### src/rtl/serie_paralelo_align.sv
// serie_paralelo_align: bit-serial to WIDTH-bit parallel deserializer for the
// PHY receive path. It hunts for COMMA at any bit offset, verifies alignment
// over LOCK_COUNT consecutive commas and then emits one strobe per data word.
// Optional build macro: LOS_DETECT_EN. When defined, LOCKED is dropped after
// MAX_GAP word boundaries without a comma.
//
// Output handshake: valid_out is a one-cycle strobe with no back-pressure.
// data_out is meaningful in the cycle valid_out is high and holds its value
// until the next strobe; the consumer must take it in that cycle.
module serie_paralelo_align #(
  parameter int               WIDTH      = 8,
  parameter logic [WIDTH-1:0] COMMA      = 'hBC,
  parameter int               LOCK_COUNT = 4,
  parameter int               MAX_GAP    = 32
) (
  input  logic             clk_8f,
  input  logic             reset,
  input  logic             data_in,
  output logic [WIDTH-1:0] data_out,
  output logic             valid_out,
  output logic             active,
  output logic             comma_seen,
  output logic [3:0]       comma_count,
  output logic [1:0]       fsm_state_o
);

  localparam logic [1:0] HUNT   = 2'd0;
  localparam logic [1:0] VERIFY = 2'd1;
  localparam logic [1:0] LOCKED = 2'd2;

  localparam int            CW       = $clog2(WIDTH);
  localparam logic [CW-1:0] LAST_BIT = CW'(WIDTH - 1);
  localparam logic [3:0]    LOCK_CNT = 4'(LOCK_COUNT);

  // Reject parameter sets the counters cannot represent.
  if (WIDTH < 4 || LOCK_COUNT < 1 || LOCK_COUNT > 15 ||
      MAX_GAP < 1 || MAX_GAP > 63) begin : g_param_check
    $error("serie_paralelo_align: parameter out of range");
  end

  logic [WIDTH-1:0] sr_q, sr_d, next_sr;
  logic [CW-1:0]    bit_cnt_q, bit_cnt_d;
  logic [1:0]       state_q, state_d;
  logic [3:0]       cnt_q, cnt_d;
  logic [WIDTH-1:0] data_q, data_d;
  logic             valid_q, valid_d;
  logic             seen_q, seen_d;
  logic             boundary, is_comma;
`ifdef LOS_DETECT_EN
  localparam logic [5:0] GAP_MAX = 6'(MAX_GAP);
  logic [5:0]       gap_q, gap_d;
`endif

  // Next-state logic: shift, word framing and the HUNT/VERIFY/LOCKED machine.
  always_comb begin
    next_sr   = {sr_q[WIDTH-2:0], data_in};
    sr_d      = next_sr;
    boundary  = (bit_cnt_q == LAST_BIT);
    is_comma  = (next_sr == COMMA);
    state_d   = state_q;
    bit_cnt_d = boundary ? '0 : bit_cnt_q + 1'b1;
    cnt_d     = cnt_q;
    data_d    = data_q;
    valid_d   = 1'b0;
    seen_d    = 1'b0;
`ifdef LOS_DETECT_EN
    gap_d     = gap_q;
`endif
    case (state_q)
      HUNT: begin
        // Any-offset search; the matching comma fixes the word phase and
        // counts as the first aligned comma.
        bit_cnt_d = '0;
        if (is_comma) begin
          cnt_d   = 4'd1;
          seen_d  = 1'b1;
          state_d = (LOCK_COUNT == 1) ? LOCKED : VERIFY;
`ifdef LOS_DETECT_EN
          gap_d   = 6'd0;
`endif
        end
      end
      VERIFY: begin
        if (boundary) begin
          if (is_comma) begin
            cnt_d  = cnt_q + 4'd1;
            seen_d = 1'b1;
            if (cnt_q + 4'd1 >= LOCK_CNT) begin
              state_d = LOCKED;
`ifdef LOS_DETECT_EN
              gap_d   = 6'd0;
`endif
            end
          end else begin
            // Misaligned guess: restart the search on the following edge.
            state_d = HUNT;
            cnt_d   = 4'd0;
          end
        end
      end
      LOCKED: begin
        // Alignment is frozen here; comma patterns straddling words are
        // just data bits.
        if (boundary) begin
          if (is_comma) begin
            seen_d = 1'b1;
`ifdef LOS_DETECT_EN
            gap_d  = 6'd0;
`endif
          end else begin
`ifdef LOS_DETECT_EN
            gap_d = gap_q + 6'd1;
            if (gap_d == GAP_MAX) begin
              state_d = HUNT;
              cnt_d   = 4'd0;
            end else begin
              valid_d = 1'b1;
              data_d  = next_sr;
            end
`else
            valid_d = 1'b1;
            data_d  = next_sr;
`endif
          end
        end
      end
      default: begin
        state_d = HUNT;
        cnt_d   = 4'd0;
      end
    endcase
  end

  // State registers; asynchronous active-low reset discards any partial word.
  always_ff @(posedge clk_8f or negedge reset) begin
    if (!reset) begin
      sr_q      <= '0;
      bit_cnt_q <= '0;
      state_q   <= HUNT;
      cnt_q     <= 4'd0;
      data_q    <= '0;
      valid_q   <= 1'b0;
      seen_q    <= 1'b0;
`ifdef LOS_DETECT_EN
      gap_q     <= 6'd0;
`endif
    end else begin
      sr_q      <= sr_d;
      bit_cnt_q <= bit_cnt_d;
      state_q   <= state_d;
      cnt_q     <= cnt_d;
      data_q    <= data_d;
      valid_q   <= valid_d;
      seen_q    <= seen_d;
`ifdef LOS_DETECT_EN
      gap_q     <= gap_d;
`endif
    end
  end

  assign data_out    = data_q;
  assign valid_out   = valid_q;
  assign comma_seen  = seen_q;
  assign comma_count = cnt_q;
  assign active      = (state_q == LOCKED);
  assign fsm_state_o = state_q;

endmodule

### config.mk
export PLATFORM = sky130hd
export DESIGN_NAME = serie_paralelo_align
export DESIGN_NICKNAME = d
export VERILOG_FILES = /design/src/rtl/serie_paralelo_align.sv
export SDC_FILE = /design/constraint.sdc
export NUM_CORES = 1
export LEC_CHECK = 0
export ABC_AREA = 1
export ABC_CLOCK_PERIOD_IN_PS = 1860
export CORE_MARGIN = 10
export CORE_UTILIZATION = 51
export DETAILED_ROUTE_END_ITERATION = 8
export GPL_ROUTABILITY_DRIVEN = 0
export PLACE_DENSITY_LB_ADDON = 0.3
export SLEW_MARGIN = 10
export SYNTH_ARGS = -nofsm -noshare
export SYNTH_HDL_FRONTEND = slang
export SYNTH_SLANG_ARGS = --single-unit
### constraint.sdc
create_clock -name clk_8f -period 1.86 [get_ports clk_8f]
set_input_delay 0.558 -clock clk_8f [delete_from_list [all_inputs] [get_ports clk_8f]]
set_output_delay 0.558 -clock clk_8f [all_outputs]
set_load 0.03 [all_outputs]
## Yosys cells after proc, flatten, opt, wreduce, memory -nomap -nowiden

Index checks and enable logic that the tools add are counted.

| storage, ports and cells | value |
|---|---|
| flip-flop bits (word level) | 26 |
| bits in latches | 0 |
| memory bits (writable) | 0 |
| bits in read-only memories | 0 |
| output and inout port bits | 17 |
| logic and storage cells | 41 |
| memories | 0 |

| operators by class | value |
|---|---|
| $add $sub $neg | 2 |
| multipliers | 0 |
| divide/modulo/power cells | 0 |
| magnitude comparators | 1 |
| equal/unequal tests | 7 |
| shift-type cells | 0 |
| multiplexer cells | 17 |
| bitwise gates (word level) | 2 |
| reduce and logical (&&, ||, !) cells | 5 |

Operator list:

| operator | count |
|---|---|
| $mux 4 | 3 |
| $pmux 4 s3 | 1 |
| $eq 8x8->1 const B | 1 |
| $mux 2 | 4 |
| $mux 3 | 2 |
| $pmux 2 s3 | 1 |
| $reduce_and 3->1 | 2 |
| $mux 1 | 5 |
| $add 4x1->4 const B | 1 |
| $ge 4x3->1 const B | 1 |
| $ne 2x2->1 const B | 2 |
| $reduce_and 4->1 | 1 |
| $add 3x1->3 const B | 1 |
| $eq 3x3->1 const B | 1 |
| $ne 3x3->1 const B | 1 |
| $eq 2x1->1 const B | 1 |
| $eq 2x2->1 const B | 1 |
| $logic_not 2->1 | 1 |
| $not 1->1 | 2 |
| $pmux 1 s2 | 1 |
| $reduce_or 2->1 | 1 |

## Longest topological paths before layout

Gate-level depths: netlist of run 1.

| depth | value |
|---|---|
| depth after elaboration | 6 |
| gate-level depth with buffers | 10 |
| mapped depth without buffers | 10 |

## Worst setup path before layout of run 1

OpenSTA, ideal clock, no wires.

| path | value |
|---|---|
| kind | reg2reg |
| start | register state_q[0], in the netlist fsm_state_o[0] |
| end | register state_q[0], in the netlist fsm_state_o[0] |
| arrival time | 1.563 ns |
| data required time | 1.742 ns |
| path slack | 0.178 ns |
| stages on the path, launching flop included | 9 |
| path buffers | 0 |
| period minus slack after synthesis | 1.682 ns |
| cell sequence | dfrtp_1 -> inv_1 -> ha_1 -> a21oi_1 -> nand2_4 -> clkinv_4 -> nand2_2 -> nand2_1 -> nand2_1 |

| between the ends | value |
|---|---|
| cells in the longest elaborated chain, start to end | 3 |

Ends and longest elaborated chain:

| item | RTL line | source |
|---|---|---|
| start, declared | 43 | `logic [1:0] state_q, state_d;` |
| start signal, assigned | 150 | `state_q <= state_d;` |
| $eq 2x2->1 (*) | -- |  |
| net active | 21 | `output logic active,` |
| $not 1->1 (no source line) | -- |  |
| $reduce_and 4->1 (no source line) | -- |  |

Mark *: on every way through the listed nets, which the timed path passes. The rest lies on a longest branch.
A chain may end at the register's enable or synchronous reset.

## Final worst setup path of run 1

| path | value |
|---|---|
| start | register state_q[0], in the netlist fsm_state_o[0] |
| end | output active |

| between the ends | value |
|---|---|
| cells in the longest elaborated chain, start to end | 1 |

Ends and longest elaborated chain:

| item | RTL line | source |
|---|---|---|
| $eq 2x2->1 | 165 | `assign active = (state_q == LOCKED);` |
| end, declared | 21 |  |

No other way between the ends.

==> impl_metrics.env, run 1 <==
export IMPL_status="completed"
export IMPL_ios=20
export IMPL_antennaDiodeCount=0
export IMPL_avgViaCountPerCell=4.67
export IMPL_syn_area_sq_um=1170
export IMPL_syn_to_final_growth_pct=22.4
export IMPL_synth_area_leaders="dfrtp_1 56%, nand2_1 11%, ha_1 7.5%, inv_1 4.2%, nand2_2 2.7%"
export IMPL_clk_pin_slew_ns=0.14
export IMPL_setup_viol=0
export IMPL_wl_per_cell_um=12.1
export IMPL_synth_seq_cells=26
export IMPL_period_needed_ns=1.78
export IMPL_grt_max_degree=27
export IMPL_rsz0062_at_grt="false"
export IMPL_hold_path_end="sr_q[6]"
export IMPL_drtIter0Drc=19
export IMPL_routed_wl_mm=2.02
export IMPL_whs_ns=0.389
export IMPL_p_sw_uw=464
export IMPL_timing_fmax_mhz=563
export IMPL_worstSetupEndpointType="output pin"
export IMPL_dr_pass1_iters=3
export IMPL_fin_nets=150
export IMPL_path_buf_inv=2
export IMPL_synth_nets=125
export IMPL_hold_depth=0
export IMPL_die_area_sq_um=4610
export IMPL_drt_antenna_violating_nets=0
export IMPL_coreArea_sq_um=2190
export IMPL_ys_seq_area_share_pct=55.7
export IMPL_drv_cap=0
export IMPL_tritoncts="yes"
export IMPL_placed_cells=162
export IMPL_port_buffers=19
export IMPL_hold_class="flop to flop"
export IMPL_peakVddDrop_mv=0.823
export IMPL_wl_met1_um=914
export IMPL_fin_crit_sh_pct=95.5
export IMPL_multi_input_area_sq_um=444
export IMPL_synth_top_area_share_pct=55.7
export IMPL_leakagePower_nw=0.806
export IMPL_synthArstFlopShare_pct=100
export IMPL_path_class="flop to output pin"
export IMPL_reg2reg_depth=9
export IMPL_slowest_delay_ns=0.46
export IMPL_synth_edff_count=0
export IMPL_grt_pass1_wl_mm=3.49
export IMPL_ys_types=21
export IMPL_wl_met2_um=938
export IMPL_swShare_pct=32.3
export IMPL_internal_power_uw=971
export IMPL_htree_levels=1
export IMPL_min_delay_start="sr_q[5]"
export IMPL_syn_area_per_cell_sq_um=10.2
export IMPL_drive_gt1_share_pct=18.0
export IMPL_power_density_nw_per_um2=1000
export IMPL_synth_top_area_cell="dfrtp_1"
export IMPL_cts_root_buf="clkbuf_4"
export IMPL_r2r_start="bit_cnt_q[0]"
export IMPL_cp_depth=3
export IMPL_worstSkewPairLatency_ns=0.31
export IMPL_maxSlewHeadroom_pct=78.9
export IMPL_cp_top_family="flip-flops"
export IMPL_ff2ff_setup_slack_ns=0.33
export IMPL_clock_sinks=26
export IMPL_cts_buffer_depth=2
export IMPL_numCtsBuffers=3
export IMPL_dp_hpwl_mm=1.49
export IMPL_hold_viol_final=0
export IMPL_rows=17
export IMPL_via_count=780
export IMPL_syn_inst=115
export IMPL_skew_ns=0.00171
export IMPL_crit_slowest_cell="dfrtp_1"
export IMPL_fp_dieH_um=67.9
export IMPL_grt_pass1_vias=785
export IMPL_drv_slew=0
export IMPL_ctsHoldBuffers=0
export IMPL_required_ns=1.30
export IMPL_tightest_slew_ns=0.314
export IMPL_start_util_pct=53.3
export IMPL_die_w_um=67.9
export IMPL_synth_most_common_cell="nand2_1"
export IMPL_worstPathCellList="inv_2 -> ha_2 -> buf_4"
export IMPL_fillers=189
export IMPL_critPathArrivalTime_ns=1.22
export IMPL_track_usage_pct=9.59
export IMPL_p_total_mw=1.43
export IMPL_cp_max_fo=5
export IMPL_layoutNonFillerInstCount=167
export IMPL_synth_common_cells="33 x nand2_1, 26 x dfrtp_1, 13 x inv_1, 7 x ha_1, 6 x o21ai_1"
export IMPL_tns_ns=0
export IMPL_power_frac_comb_pct=27.3
export IMPL_wl_met3_um=150
export IMPL_power_frac_seq_pct=46.1
export IMPL_seqCellArea_sq_um=651
export IMPL_r2r_end="comma_count[0]"
export IMPL_top_layer_used="met4"
export IMPL_overflow=0
export IMPL_drc=0
export IMPL_ys_warn_count=0
export IMPL_startpoint_type="flop"
export IMPL_antenna_found_initial=0
export IMPL_synth_main_ff_cell="dfrtp_1"
export IMPL_clkPwrFrac_pct=26.6
-- layer usage --
| metal | track usage (%) | up-vias |
|---|---|---|
| met1 | 12.2 | 364 |
| met4 | 3.77 | 0 |
| met5 | 0 | - |
| li1 | - | 401 |
| met2 | 14.4 | 13 |
| met3 | 3.59 | 2 |
-- cell type report --
| type | instances | share of cell area (%) |
|---|---|---|
| clock buffer | 3 | 1.57 |
| clock inverter | 1 | 2.10 |
| inverter | 16 | 4.55 |
| multi-input combinational | 72 | 31.1 |
| sequential | 26 | 45.5 |
| tap | 28 | 2.45 |
| timing repair buffer | 21 | 12.8 |
-- repair_timing --
action                                  in CTS  in global routing
endpoints found under the setup margin      16                  1
setup buffers                                0                  1
hold endpoints to repair                     0                  0
gates resized for setup                     16                  2
-- registers in the layout, summed over array words and instances, names as in the netlist --
signal       cells
bit_cnt_q        3
comma_count      4
comma_seen       1
data_out         8
fsm_state_o      2
sr_q             7
valid_out        1
-- layout by cell type (no fill, tap or decap), drive strengths merged --
master	count
ha	7
clkbuf	3
dfrtp	26
inv	15
clkdlybuf4s50	2
buf	3
o21ai	7
dlygate4sd2	16
nand2	40
xnor2	1
nor3	1
nand3	7
clkinv	1
bufinv	1
a21oi	2
nand4	1
nor2	6
-- per-stage QoR --
step	area [sq um]	setup WS [ns]	util (%)
3_5_place_dp	1390	-0.0663	63.3
2_1_floorplan	1170	0.178	-
3_3_place_gp	1390	-0.0116	63.3
5_1_grt	1430	0.00454	65.3
6_report	1430	0.0828	65.3
4_1_cts	1420	0.0220	64.8
-- power groups by stage --
stage	Combinational (mW)	Sequential, mW	Clock, mW
floorplan	0.245	0.704	0
global placement	0.379	0.670	0
detailed placement	0.390	0.674	0
CTS	0.381	0.662	0.395
global route	0.450	0.671	0.420
finish	0.392	0.661	0.381
-- cell families after synthesis --
logic type	synth area share (%)
AND/OR/NAND/NOR	25.7
buffers and inverters	6.53
adder cells (fa/ha/maj)	7.49
AO/OA/AOI/OAI	3.85
flip-flops	55.7
XOR/XNOR	0.750
-- how the worst max path moves through the flow --
| stage | slack [ns] | startpoint | to |
|---|---|---|---|
| 5_1_grt | 0.005 | fsm_state_o[0] | active |
| 3_3_place_gp | -0.01 | data_in | data_out[2] |
| 4_1_cts | 0.02 | fsm_state_o[0] | active |
| 6_report | 0.08 | fsm_state_o[0] | active |
| 3_5_place_dp | -0.07 | data_in | data_out[2] |
| 2_1_floorplan | 0.18 | fsm_state_o[0] | fsm_state_o[0] |
Power figures use the tool's default switching activity.
==> run 2: changes to the inputs <==
--- a/config.mk
+++ b/config.mk
@@ -8,7 +8,7 @@
 export ABC_AREA = 1
 export ABC_CLOCK_PERIOD_IN_PS = 1860
 export CORE_MARGIN = 10
-export CORE_UTILIZATION = 51
+export CORE_UTILIZATION = 30
 export DETAILED_ROUTE_END_ITERATION = 8
 export GPL_ROUTABILITY_DRIVEN = 0
 export PLACE_DENSITY_LB_ADDON = 0.3
==> run 2 against run 1 <==
First-iteration DRC count rose by 16%. Die area up 47%. Worst setup slack worse by 0.035 ns. Critical path depth decreased by 2. Worst hold slack got worse by 0.0062 ns. Power grew 3.6%. Sequential power barely moved. Utilization down 25 points. Largest power group unchanged. Largest cell class unchanged. Maximum frequency down 1.9%. Critical endpoint is now comma_seen. Final area is 3.4% higher. Combinational power shrank 5.1%. Clock skew shrank 0.00072 ns.
==> impl_metrics.env, run 2 (synthesized netlist as in run 1, its figures left out) <==
export IMPL_drt_antenna_violating_nets=0
export IMPL_port_buffers=19
export IMPL_r2r_start="bit_cnt_q[0]"
export IMPL_cts_root_buf="clkbuf_8"
export IMPL_grt_pass1_wl_mm=3.64
export IMPL_drv_slew=0
export IMPL_hold_class="flop to flop"
export IMPL_clk_pin_slew_ns=0.09
export IMPL_rows=22
export IMPL_setup_slack_ns=0.0479
export IMPL_crit_slowest_cell="clkdlybuf4s50_1"
export IMPL_timing_fmax_mhz=552
export IMPL_ctsHoldBuffers=0
export IMPL_die_area_sq_um=6790
export IMPL_fp_dieH_um=82.4
export IMPL_wl_met2_um=963
export IMPL_wl_met1_um=970
export IMPL_tritoncts="yes"
export IMPL_largest_register_ffs=8
export IMPL_die_w_um=82.4
export IMPL_post_cts_resized=12
export IMPL_setup_viol=0
export IMPL_peakVddDrop_mv=0.402
export IMPL_drv_cap=0
export IMPL_wl_met3_um=161
export IMPL_antennaDiodeCount=0
export IMPL_worstPathCellList="clkdlybuf4s50_1"
export IMPL_whs_ns=0.382
export IMPL_required_ns=1.30
export IMPL_clock_sinks=26
export IMPL_numCtsBuffers=3
export IMPL_ff2ff_setup_slack_ns=0.38
export IMPL_startpoint="comma_seen"
export IMPL_drtIter0Drc=22
export IMPL_post_cts_repair_setup_buffers=0
export IMPL_ios=20
export IMPL_grt_pass1_vias=800
export IMPL_worstSetupEndpointType="output pin"
export IMPL_path_buf_inv=1
export IMPL_fin_area_sq_um=1480
export IMPL_grt_max_degree=27
export IMPL_track_usage_pct=6.81
export IMPL_drive_gt1_share_pct=16.7
export IMPL_status="completed"
export IMPL_dr_pass1_iters=4
export IMPL_fin_crit_sh_pct=97.4
export IMPL_tightest_slew_ns=0.322
export IMPL_power_density_nw_per_um2=1000
export IMPL_via_count=800
export IMPL_post_place_ws_ns=-0.0692
export IMPL_rsz0062_at_grt="false"
export IMPL_drc=0
export IMPL_wl_per_cell_um=11.3
export IMPL_dp_hpwl_mm=1.62
export IMPL_avgViaCountPerCell=4.30
export IMPL_cp_top_family="buffers and inverters"
export IMPL_maxSlewHeadroom_pct=78.5
export IMPL_critPathArrivalTime_ns=1.25
export IMPL_overflow=0
export IMPL_slowest_delay_ns=0.66
export IMPL_period_needed_ns=1.81
export IMPL_skew_ns=0.000987
export IMPL_htree_levels=1
export IMPL_top_layer_used="met4"
export IMPL_coreArea_sq_um=3720
export IMPL_routed_wl_mm=2.11
export IMPL_post_dp_cell_area_sq_um=1410
export IMPL_path_class="flop to output pin"
export IMPL_cp_max_fo=1
export IMPL_leakagePower_nw=0.846
export IMPL_hold_viol_final=0
export IMPL_antenna_found_initial=0
export IMPL_final_common_cell="nand2_1"
export IMPL_fin_nets=149
export IMPL_tns_ns=0
export IMPL_startpoint_type="flop"
export IMPL_min_delay_start="sr_q[5]"
export IMPL_layout_common_cells="33 x nand2_1, 26 x dfrtp_1, 13 x inv_1, 12 x dlygate4sd2_1"
export IMPL_cts_buffer_depth=2
export IMPL_start_util_pct=31.4
export IMPL_worstSkewPairLatency_ns=0.26
export IMPL_syn_to_final_growth_pct=26.6
-- run 2: report_power, final --
| part | switching, mW | leakage (nW) | internal, mW |
|---|---|---|---|
| clock network | 0.167 | 0.0357 | 0.287 |
| logic | 0.247 | 0.471 | 0.124 |
| registers | 0.0431 | 0.340 | 0.617 |
-- run 2: final cells by class --
cell class / instances / area, sq um
repair buffers: 20 / 188
inverters: 16 / 65.1
flip-flops and latches: 26 / 651
fillers: 391 / 2240
multi-input cells: 72 / 444
well taps: 48 / 60.1
clock buffers: 3 / 41.3
clock inverters: 1 / 30.0
-- run 2: worst paths after layout --
path	end	cells after the start
max in group asynchronous	bit_cnt_q[2]	2
hold reg to reg	sr_q[6]	0
min in group asynchronous	data_out[2]	2
setup reg to reg	fsm_state_o[0]	9
hold / removal	sr_q[6]	0
setup / recovery	comma_seen	1
-- run 2: metrics by stage --
step | util (%) | power (mW) | instances
global route | 39.8 | 1.59 | 186
global placement | 38.0 | 1.05 | 182
detailed placement | 38.0 | 1.07 | 182
floorplan | - | 0.949 | 115
CTS | 39.5 | 1.51 | 186
finish | 39.8 | 1.49 | 186
-- run 2: layer usage --
metal | vias up | track usage, %
met5 | - | 0
met4 | 0 | 2.55
met3 | 2 | 2.70
met2 | 13 | 10.9
met1 | 380 | 8.05
li1 | 405 | -
